--- src/rtl/qcs_dyn_pre_gen_pkg.sv ---
// Shared types and helpers for the dynamic preamble generator blocks.
// Holds the NHTP read-sequencer state type, bandwidth codes and the subband span lookup.
package qcs_dyn_pre_gen_pkg;

    typedef enum logic [1:0] {
        IDLE,
        CHK,
        RUN,
        DONE
    } nhtp_seq_st_t;

    localparam logic [1:0] BW_20  = 2'd0;
    localparam logic [1:0] BW_40  = 2'd1;
    localparam logic [1:0] BW_80  = 2'd2;
    localparam logic [1:0] BW_160 = 2'd3;

    localparam int SUBBAND_MAX = 8;

    // 20 MHz subbands covered by a given packet bandwidth.
    function automatic logic [SUBBAND_MAX-1:0] span_mask(input logic [1:0] bw);
        case (bw)
            BW_20:   span_mask = 8'h01;
            BW_40:   span_mask = 8'h03;
            BW_80:   span_mask = 8'h0F;
            default: span_mask = 8'hFF;
        endcase
    endfunction

    function automatic logic [2:0] first_set(input logic [SUBBAND_MAX-1:0] mask);
        first_set = 3'd0;
        for (int i = SUBBAND_MAX - 1; i >= 0; i--) begin
            if (mask[i]) first_set = 3'(i);
        end
    endfunction

endpackage

--- src/rtl/qcs_nhtp_rd_seq_if.sv ---
// Config, handshake and table-read bus between the TX config block, the NHTP read
// sequencer (slave side) and the preamble generator table port.
interface qcs_nhtp_rd_seq_if #(
    parameter int ADDR_DW   = 7,
    parameter int BW_W      = 2,
    parameter int SUBBAND_W = 8,
    parameter int GAMMA_W   = 16
);
    logic                 start;
    logic                 abort;
    logic [BW_W-1:0]      txconfig_bw;
    logic [BW_W-1:0]      sys_bw_mode;
    logic [SUBBAND_W-1:0] config_mu_subband_present;
    logic [GAMMA_W-1:0]   config_gamma_rotation;
    logic [3:0]           n_tx;
    logic                 rd_rdy;

    logic                 nhtp_re;
    logic [ADDR_DW-1:0]   nhtp_raddr;
    logic [2:0]           nhtp_sb_idx;
    logic [1:0]           nhtp_gamma;
    logic [3:0]           nhtp_n_tx;
    logic                 nhtp_4ch;
    logic                 busy;
    logic                 done;
    logic                 err;

    modport master (
        output start, abort, txconfig_bw, sys_bw_mode, config_mu_subband_present,
               config_gamma_rotation, n_tx, rd_rdy,
        input  nhtp_re, nhtp_raddr, nhtp_sb_idx, nhtp_gamma, nhtp_n_tx, nhtp_4ch,
               busy, done, err
    );

    modport slave (
        input  start, abort, txconfig_bw, sys_bw_mode, config_mu_subband_present,
               config_gamma_rotation, n_tx, rd_rdy,
        output nhtp_re, nhtp_raddr, nhtp_sb_idx, nhtp_gamma, nhtp_n_tx, nhtp_4ch,
               busy, done, err
    );

endinterface

--- src/rtl/qcs_nhtp_sb_pick.sv ---
// Combinational next-set-bit finder: the next active subband strictly above cur_idx,
// with last=1 when no active subband remains above it.
module qcs_nhtp_sb_pick #(
    parameter int SUBBAND_W = 8,
    parameter int SB_W      = $clog2(SUBBAND_W)
) (
    input  logic [SUBBAND_W-1:0] mask,
    input  logic [SB_W-1:0]      cur_idx,
    output logic [SB_W-1:0]      next_idx,
    output logic                 last
);

    always_comb begin
        // NOTE: every output gets a default before the loop so no path leaves it unassigned (no latch).
        next_idx = cur_idx;
        last     = 1'b1;
        for (int i = SUBBAND_W - 1; i >= 0; i--) begin
            if (i > int'(cur_idx) && mask[i]) begin
                next_idx = SB_W'(i);
                last     = 1'b0;
            end
        end
    end

endmodule

--- src/rtl/qcs_nhtp_rd_seq.sv ---
// NHTP table read sequencer: on start, walks L-STF then L-LTF samples over every active
// 20 MHz subband and drives the table read enable, address and per-read context.
module qcs_nhtp_rd_seq
    import qcs_dyn_pre_gen_pkg::*;
#(
    parameter int ADDR_DW   = 7,
    parameter int NUM_SMP   = 64,
    parameter int BW_W      = 2,
    parameter int SUBBAND_W = 8,
    parameter int GAMMA_W   = 16
) (
    input  logic               clk,
    input  logic               reset,
    qcs_nhtp_rd_seq_if.slave   bus
);

    localparam int SMP_W = $clog2(NUM_SMP);
    localparam int SB_W  = $clog2(SUBBAND_W);

    nhtp_seq_st_t         st;
    logic [BW_W-1:0]      bw_q;
    logic [BW_W-1:0]      sys_bw_q;
    logic [SUBBAND_W-1:0] present_q;
    logic [GAMMA_W-1:0]   gamma_q;
    logic [3:0]           n_tx_q;
    logic [SUBBAND_W-1:0] mask_q;
    logic [SB_W-1:0]      sb_first_q;
    logic [SB_W-1:0]      sb_q;
    logic                 field_q;
    logic [SMP_W-1:0]     smp_q;

    logic [SUBBAND_W-1:0] mask_w;
    logic [SB_W-1:0]      sb_next;
    logic                 sb_last;
    logic                 smp_last;

    assign mask_w   = present_q & SUBBAND_W'(span_mask(2'(bw_q)));
    assign smp_last = (smp_q == SMP_W'(NUM_SMP - 1));

    qcs_nhtp_sb_pick #(
        .SUBBAND_W (SUBBAND_W),
        .SB_W      (SB_W)
    ) u_sb_pick (
        .mask     (mask_q),
        .cur_idx  (sb_q),
        .next_idx (sb_next),
        .last     (sb_last)
    );

    always_ff @(posedge clk) begin
        if (reset) begin
            st              <= IDLE;
            bw_q            <= '0;
            sys_bw_q        <= '0;
            present_q       <= '0;
            gamma_q         <= '0;
            n_tx_q          <= '0;
            mask_q          <= '0;
            sb_first_q      <= '0;
            sb_q            <= '0;
            field_q         <= 1'b0;
            smp_q           <= '0;
            bus.nhtp_re     <= 1'b0;
            bus.nhtp_raddr  <= '0;
            bus.nhtp_sb_idx <= '0;
            bus.nhtp_gamma  <= '0;
            bus.nhtp_n_tx   <= '0;
            bus.nhtp_4ch    <= 1'b0;
            bus.busy        <= 1'b0;
            bus.done        <= 1'b0;
            bus.err         <= 1'b0;
        end else begin
            // NOTE: state is updated with non-blocking assignments; the defaults make re/done/err pulses.
            bus.nhtp_re <= 1'b0;
            bus.done    <= 1'b0;
            bus.err     <= 1'b0;
            case (st)
                IDLE: begin
                    if (bus.start && !bus.abort) begin
                        bw_q      <= bus.txconfig_bw;
                        sys_bw_q  <= bus.sys_bw_mode;
                        present_q <= bus.config_mu_subband_present;
                        gamma_q   <= bus.config_gamma_rotation;
                        n_tx_q    <= bus.n_tx;
                        bus.busy  <= 1'b1;
                        st        <= CHK;
                    end
                end
                CHK: begin
                    bus.nhtp_n_tx <= n_tx_q;
                    bus.nhtp_4ch  <= (2'(bw_q) >= BW_80);
                    if (bus.abort) begin
                        bus.busy <= 1'b0;
                        st       <= IDLE;
                    end else if (bw_q > sys_bw_q || mask_w == '0 || n_tx_q == 4'd0) begin
                        bus.err  <= 1'b1;
                        bus.busy <= 1'b0;
                        st       <= IDLE;
                    end else begin
                        mask_q     <= mask_w;
                        sb_first_q <= SB_W'(first_set(8'(mask_w)));
                        sb_q       <= SB_W'(first_set(8'(mask_w)));
                        field_q    <= 1'b0;
                        smp_q      <= '0;
                        st         <= RUN;
                    end
                end
                RUN: begin
                    if (bus.abort) begin
                        bus.busy <= 1'b0;
                        st       <= IDLE;
                    end else if (bus.rd_rdy) begin
                        bus.nhtp_re     <= 1'b1;
                        bus.nhtp_raddr  <= ADDR_DW'({field_q, smp_q});
                        bus.nhtp_sb_idx <= 3'(sb_q);
                        bus.nhtp_gamma  <= gamma_q[2*sb_q +: 2];
                        if (smp_last) begin
                            smp_q <= '0;
                            // Wrapping past the last active subband moves L-STF -> L-LTF, or ends the packet.
                            if (sb_last) begin
                                sb_q    <= sb_first_q;
                                field_q <= 1'b1;
                                if (field_q) st <= DONE;
                            end else begin
                                sb_q <= sb_next;
                            end
                        end else begin
                            smp_q <= smp_q + SMP_W'(1);
                        end
                    end
                end
                DONE: begin
                    bus.done <= 1'b1;
                    bus.busy <= 1'b0;
                    st       <= IDLE;
                end
                default: st <= IDLE;
            endcase
        end
    end

endmodule

--- src/flat_wrapper.sv ---
// flat-port wrapper written by rule: the top's interface ports become plain ports
module qcs_nhtp_rd_seq_flat import qcs_dyn_pre_gen_pkg::*;
#(
    parameter int ADDR_DW   = 7,
    parameter int NUM_SMP   = 64,
    parameter int BW_W      = 2,
    parameter int SUBBAND_W = 8,
    parameter int GAMMA_W   = 16
)
  (clk, reset, bus_start, bus_abort, bus_txconfig_bw, bus_sys_bw_mode, bus_config_mu_subband_present, bus_config_gamma_rotation, bus_n_tx, bus_rd_rdy, bus_nhtp_re, bus_nhtp_raddr, bus_nhtp_sb_idx, bus_nhtp_gamma, bus_nhtp_n_tx, bus_nhtp_4ch, bus_busy, bus_done, bus_err);
  qcs_nhtp_rd_seq_if #(.ADDR_DW(ADDR_DW), .BW_W(BW_W), .SUBBAND_W(SUBBAND_W), .GAMMA_W(GAMMA_W)) bus_i ();
  input  logic clk;
  input  logic reset;
  input wire logic [$bits(bus_i.start)-1:0] bus_start;
  input wire logic [$bits(bus_i.abort)-1:0] bus_abort;
  input wire logic [$bits(bus_i.txconfig_bw)-1:0] bus_txconfig_bw;
  input wire logic [$bits(bus_i.sys_bw_mode)-1:0] bus_sys_bw_mode;
  input wire logic [$bits(bus_i.config_mu_subband_present)-1:0] bus_config_mu_subband_present;
  input wire logic [$bits(bus_i.config_gamma_rotation)-1:0] bus_config_gamma_rotation;
  input wire logic [$bits(bus_i.n_tx)-1:0] bus_n_tx;
  input wire logic [$bits(bus_i.rd_rdy)-1:0] bus_rd_rdy;
  output wire logic [$bits(bus_i.nhtp_re)-1:0] bus_nhtp_re;
  output wire logic [$bits(bus_i.nhtp_raddr)-1:0] bus_nhtp_raddr;
  output wire logic [$bits(bus_i.nhtp_sb_idx)-1:0] bus_nhtp_sb_idx;
  output wire logic [$bits(bus_i.nhtp_gamma)-1:0] bus_nhtp_gamma;
  output wire logic [$bits(bus_i.nhtp_n_tx)-1:0] bus_nhtp_n_tx;
  output wire logic [$bits(bus_i.nhtp_4ch)-1:0] bus_nhtp_4ch;
  output wire logic [$bits(bus_i.busy)-1:0] bus_busy;
  output wire logic [$bits(bus_i.done)-1:0] bus_done;
  output wire logic [$bits(bus_i.err)-1:0] bus_err;
  assign bus_i.start = bus_start;
  assign bus_i.abort = bus_abort;
  assign bus_i.txconfig_bw = bus_txconfig_bw;
  assign bus_i.sys_bw_mode = bus_sys_bw_mode;
  assign bus_i.config_mu_subband_present = bus_config_mu_subband_present;
  assign bus_i.config_gamma_rotation = bus_config_gamma_rotation;
  assign bus_i.n_tx = bus_n_tx;
  assign bus_i.rd_rdy = bus_rd_rdy;
  assign bus_nhtp_re = bus_i.nhtp_re;
  assign bus_nhtp_raddr = bus_i.nhtp_raddr;
  assign bus_nhtp_sb_idx = bus_i.nhtp_sb_idx;
  assign bus_nhtp_gamma = bus_i.nhtp_gamma;
  assign bus_nhtp_n_tx = bus_i.nhtp_n_tx;
  assign bus_nhtp_4ch = bus_i.nhtp_4ch;
  assign bus_busy = bus_i.busy;
  assign bus_done = bus_i.done;
  assign bus_err = bus_i.err;
  qcs_nhtp_rd_seq #(.ADDR_DW(ADDR_DW), .NUM_SMP(NUM_SMP), .BW_W(BW_W), .SUBBAND_W(SUBBAND_W), .GAMMA_W(GAMMA_W)) u_core (.clk(clk), .reset(reset), .bus(bus_i));
endmodule
--- config.mk ---
export PLATFORM = sky130hd
export DESIGN_NAME = qcs_nhtp_rd_seq_flat
export DESIGN_NICKNAME = d
export VERILOG_FILES = /design/src/rtl/qcs_dyn_pre_gen_pkg.sv /design/src/rtl/qcs_nhtp_rd_seq_if.sv /design/src/rtl/qcs_nhtp_sb_pick.sv /design/src/rtl/qcs_nhtp_rd_seq.sv /design/src/flat_wrapper.sv
export SDC_FILE = /design/constraint.sdc
export NUM_CORES = 1
export LEC_CHECK = 0
export ABC_AREA = 1
export CORE_AREA = 2 2 87 89
export CTS_CLUSTER_SIZE = 10
export DETAILED_ROUTE_END_ITERATION = 10
export DIE_AREA = 0 0 89 91
export GPL_TIMING_DRIVEN = 0
export PLACE_DENSITY = 0.74
export SETUP_SLACK_MARGIN = 0.5
export SYNTH_ARGS = -nofsm -noshare
export SYNTH_HDL_FRONTEND = slang
export SYNTH_SLANG_ARGS = --single-unit
export TNS_END_PERCENT = 10
--- constraint.sdc ---
create_clock -name clk -period 1.6 [get_ports clk]
set_input_delay 0.32 -clock clk [delete_from_list [all_inputs] [get_ports clk]]
set_output_delay 0.32 -clock clk [all_outputs]
set_load 0.005 [all_outputs]
==> run summary <==
Largest net degree at the start of global routing = 13
Via density per instance = 5.36
CTS sink count = 75
Dominant cells by area after synthesis = dfxtp_1 46%, nor2_1 11%, o21ai_0 8.6%
Kind of critical path = flip-flop to flip-flop
Final min period = 1700 ps
Inserted Diodes = 0
Crit path arrival time = 2000 ps
CP max stage delay = 340 ps
Startpoint Class = flip-flop
Area share of the largest cell type after synthesis = 46.0%
Top_reg_cell synth = dfxtp_1
Failing checks = setup timing
Post-layout nets = 579
Period utilization = 106%
Mapped Cells = 452
Dominant cell type by area after synthesis = dfxtp_1
DR iter-0 viols = 375
Synth-to-Final Area Change = 46.4%
Maximum clock path buffer count = 2
Final Max Slew Viols = 0
Routed wire length = 10.1 mm
Final worst slack = -103 ps
Crit path cell chain = inv_2 > ha_4 > inv_2 > o21bai_1 > nand2_2 > nand2_2 > inv_4 > nand3_4 > buf_6 > buf_6 > nand2_1 > a21oi_1
Vias = 3,439
Actual slew at the worst max-slew pin = 557 ps
Synth unique cells = 35
Synth warnings = 0
Leak pwr = 1.97 nW
Synth Register Bits = 75
Count leader, synth = nor2_1
Die X = 89 um
Total nets after synthesis = 492
Row cnt = 31
Status = complete, but fails checks
Pwr/cell area = 940 nW/um^2
Initial antenna violation count = 0
Routed len/inst = 15.8 um
# H-tree levels = 3
Peak Freq = 587 MHz
Hold-fix buffers, CTS = 0
Synth Cell Area = 3270 sq um
CTS tree = yes
Setup TNS = -1430 ps
Share of layout cells above drive strength 1 = 34.4%
Final setup viols = 23
Worst Hold Depth = 2
Gr usage total = 25.5%
Die H = 91 um
Ports = 58
Die area = 8100 sq um
R2r worst-path depth = 12
Hold Path Class = input port to flip-flop
Unrepaired setup endpoints after global routing = yes
Crit end category = flip-flop
Fraction of registers with async set/reset = 0%
Routability cong. = 0.874
Antenna viol nets, final = 0
Avg Inst Size Synth = 7.23 sq um
Core ar. = 7140 sq um
DRT Pass-1 Iters = 7
Root Buffer = clkbuf_8
Most common library cells after synthesis = 98 x nor2_1, 75 x dfxtp_1, 72 x nand2_1
Drc violations = 0
Maximum vdd drop = 0.543 mV
Sequential fraction of the synthesis area = 46.0%
Max_slew headroom = 62.8%
WP data required = 1890 ps
Post-detail-place hpwl = 6.02 mm
Clk slew on worst S/H paths = 80 ps
PortBufs = 56
Max Clock Skew = 8.89 ps
Hold slack = 366 ps
First-pass GRT wire length = 16.1 mm
Final Hold Viols = 0
Slowest-stage cell, CP = dfxtp_2
CP max FO = 6
MaxCap Viol Count = 0
Initial Util = 45.8%
Clk_lat worst skew = 370 ps
CTS Buf Count = 9
GR Overflow Total = 0
Vias in the first global route = 3,397
Number of synthesized flops with an enable pin = 0
[final timing paths]
check	start	endpoint	slack [ps]
min reg2reg	u_core.bus.busy$_SDFFE_PP0P_	u_core.bus.busy$_SDFFE_PP0P_	450
min	reset	u_core.sb_first_q[1]$_SDFFE_PP0P_	370
max	u_core.sys_bw_q[1]$_SDFFE_PP0P_	u_core.sb_first_q[2]$_SDFFE_PP0P_	-100
max reg2reg	u_core.sys_bw_q[1]$_SDFFE_PP0P_	u_core.sb_first_q[2]$_SDFFE_PP0P_	-100
[per-stage QoR]
step	util (%)	instances	power, mW	cell area [sq um]	worst slack [ps]
finish	67.0	642	4.50	4780	-103
global route	67.0	642	4.62	4780	-142
CTS	65.7	640	4.44	4690	6.85
detailed placement	55.6	607	2.42	3970	-582
global placement	55.6	607	2.41	3970	-533
floorplan	-	452	2.24	3280	122
[what timing repair did]
item                                    CTS  global route
pin swaps                                44            20
setup buffers                            16             2
gates cloned                              2             0
gates resized for setup                 244            21
endpoints found under the setup margin   95            94
[sequential cells by signal, summed over array words and instances, names as in the netlist, 2 cells and up]
signal and cells:
u_core.smp_q 6, u_core.mask_q 7, u_core.bus.nhtp_n_tx 4, u_core.st 2
u_core.sb_q 3, u_core.bw_q 2, u_core.gamma_q 16, u_core.n_tx_q 4
u_core.bus.nhtp_sb_idx 3, u_core.bus.nhtp_raddr 7, u_core.sys_bw_q 2, u_core.bus.nhtp_gamma 2
u_core.present_q 8, u_core.sb_first_q 3
[worst max-delay path: cells and delay by family (launching register included)]
family,cells,cell delay (ps)
AO/OA/AOI/OAI,2,300
flip-flops,1,340
adder cells (fa/ha/maj),1,270
buffers and inverters,5,380
AND/OR/NAND/NOR,4,340
[routing by layer]
| layer | up-vias | share of wire, % | track usage, % |
|---|---|---|---|
| met4 | 0 | 2.8 | 9.95 |
| met3 | 37 | 6.6 | 4.82 |
| met2 | 137 | 51 | 43.7 |
| met5 | - | 0 | 0 |
| li1 | 1663 | - | - |
| met1 | 1602 | 40 | 31.0 |
[layout make-up]
class / count / area, sq um
Timing Repair Buffer: 76 / 652
Clock inverter: 5 / 125
Multi-Input combinational cell: 327 / 1880
Buffer: 19 / 188
Tap cell: 99 / 124
Inverter: 31 / 136
Sequential cell: 75 / 1540
Fill cell: 584 / 2350
Clock buffer: 10 / 138
[cell families (layout without fill, tap and decap cells)]
family	count (synthesis)	after routing	share of synthesized area (%)
xor+xnor	3	3	0.804
compound gates	111	111	18.1
flops	75	75	46.0
simple gates	210	210	27.7
fa+ha+maj	3	3	1.15
buf+inv	50	141	6.32
[report_power, final]
part / switching, mW / internal [mW] / leakage (nW) / total [mW]
clock network: 0.715 / 1.22 / 0.132 / 1.94
registers: 0.0538 / 1.94 / 0.625 / 1.99
logic: 0.292 / 0.273 / 1.21 / 0.565
total: 1.06 / 3.43 / 1.97 / 4.50
[placed cells by master, fill, tap and decap left out, types with 11 or more instances in the layout]
cell	count
nand2_2	17
o21ai_1	12
clkdlybuf4s50_1	33
o21ai_2	15
dfxtp_2	24
a21oi_2	11
inv_1	17
nand2_1	53
buf_6	15
a21oi_1	26
clkbuf_8	15
o21ai_0	35
dfxtp_1	48
buf_2	21
nor2_1	92
No activity file was read; power rests on OpenSTA's default activity.
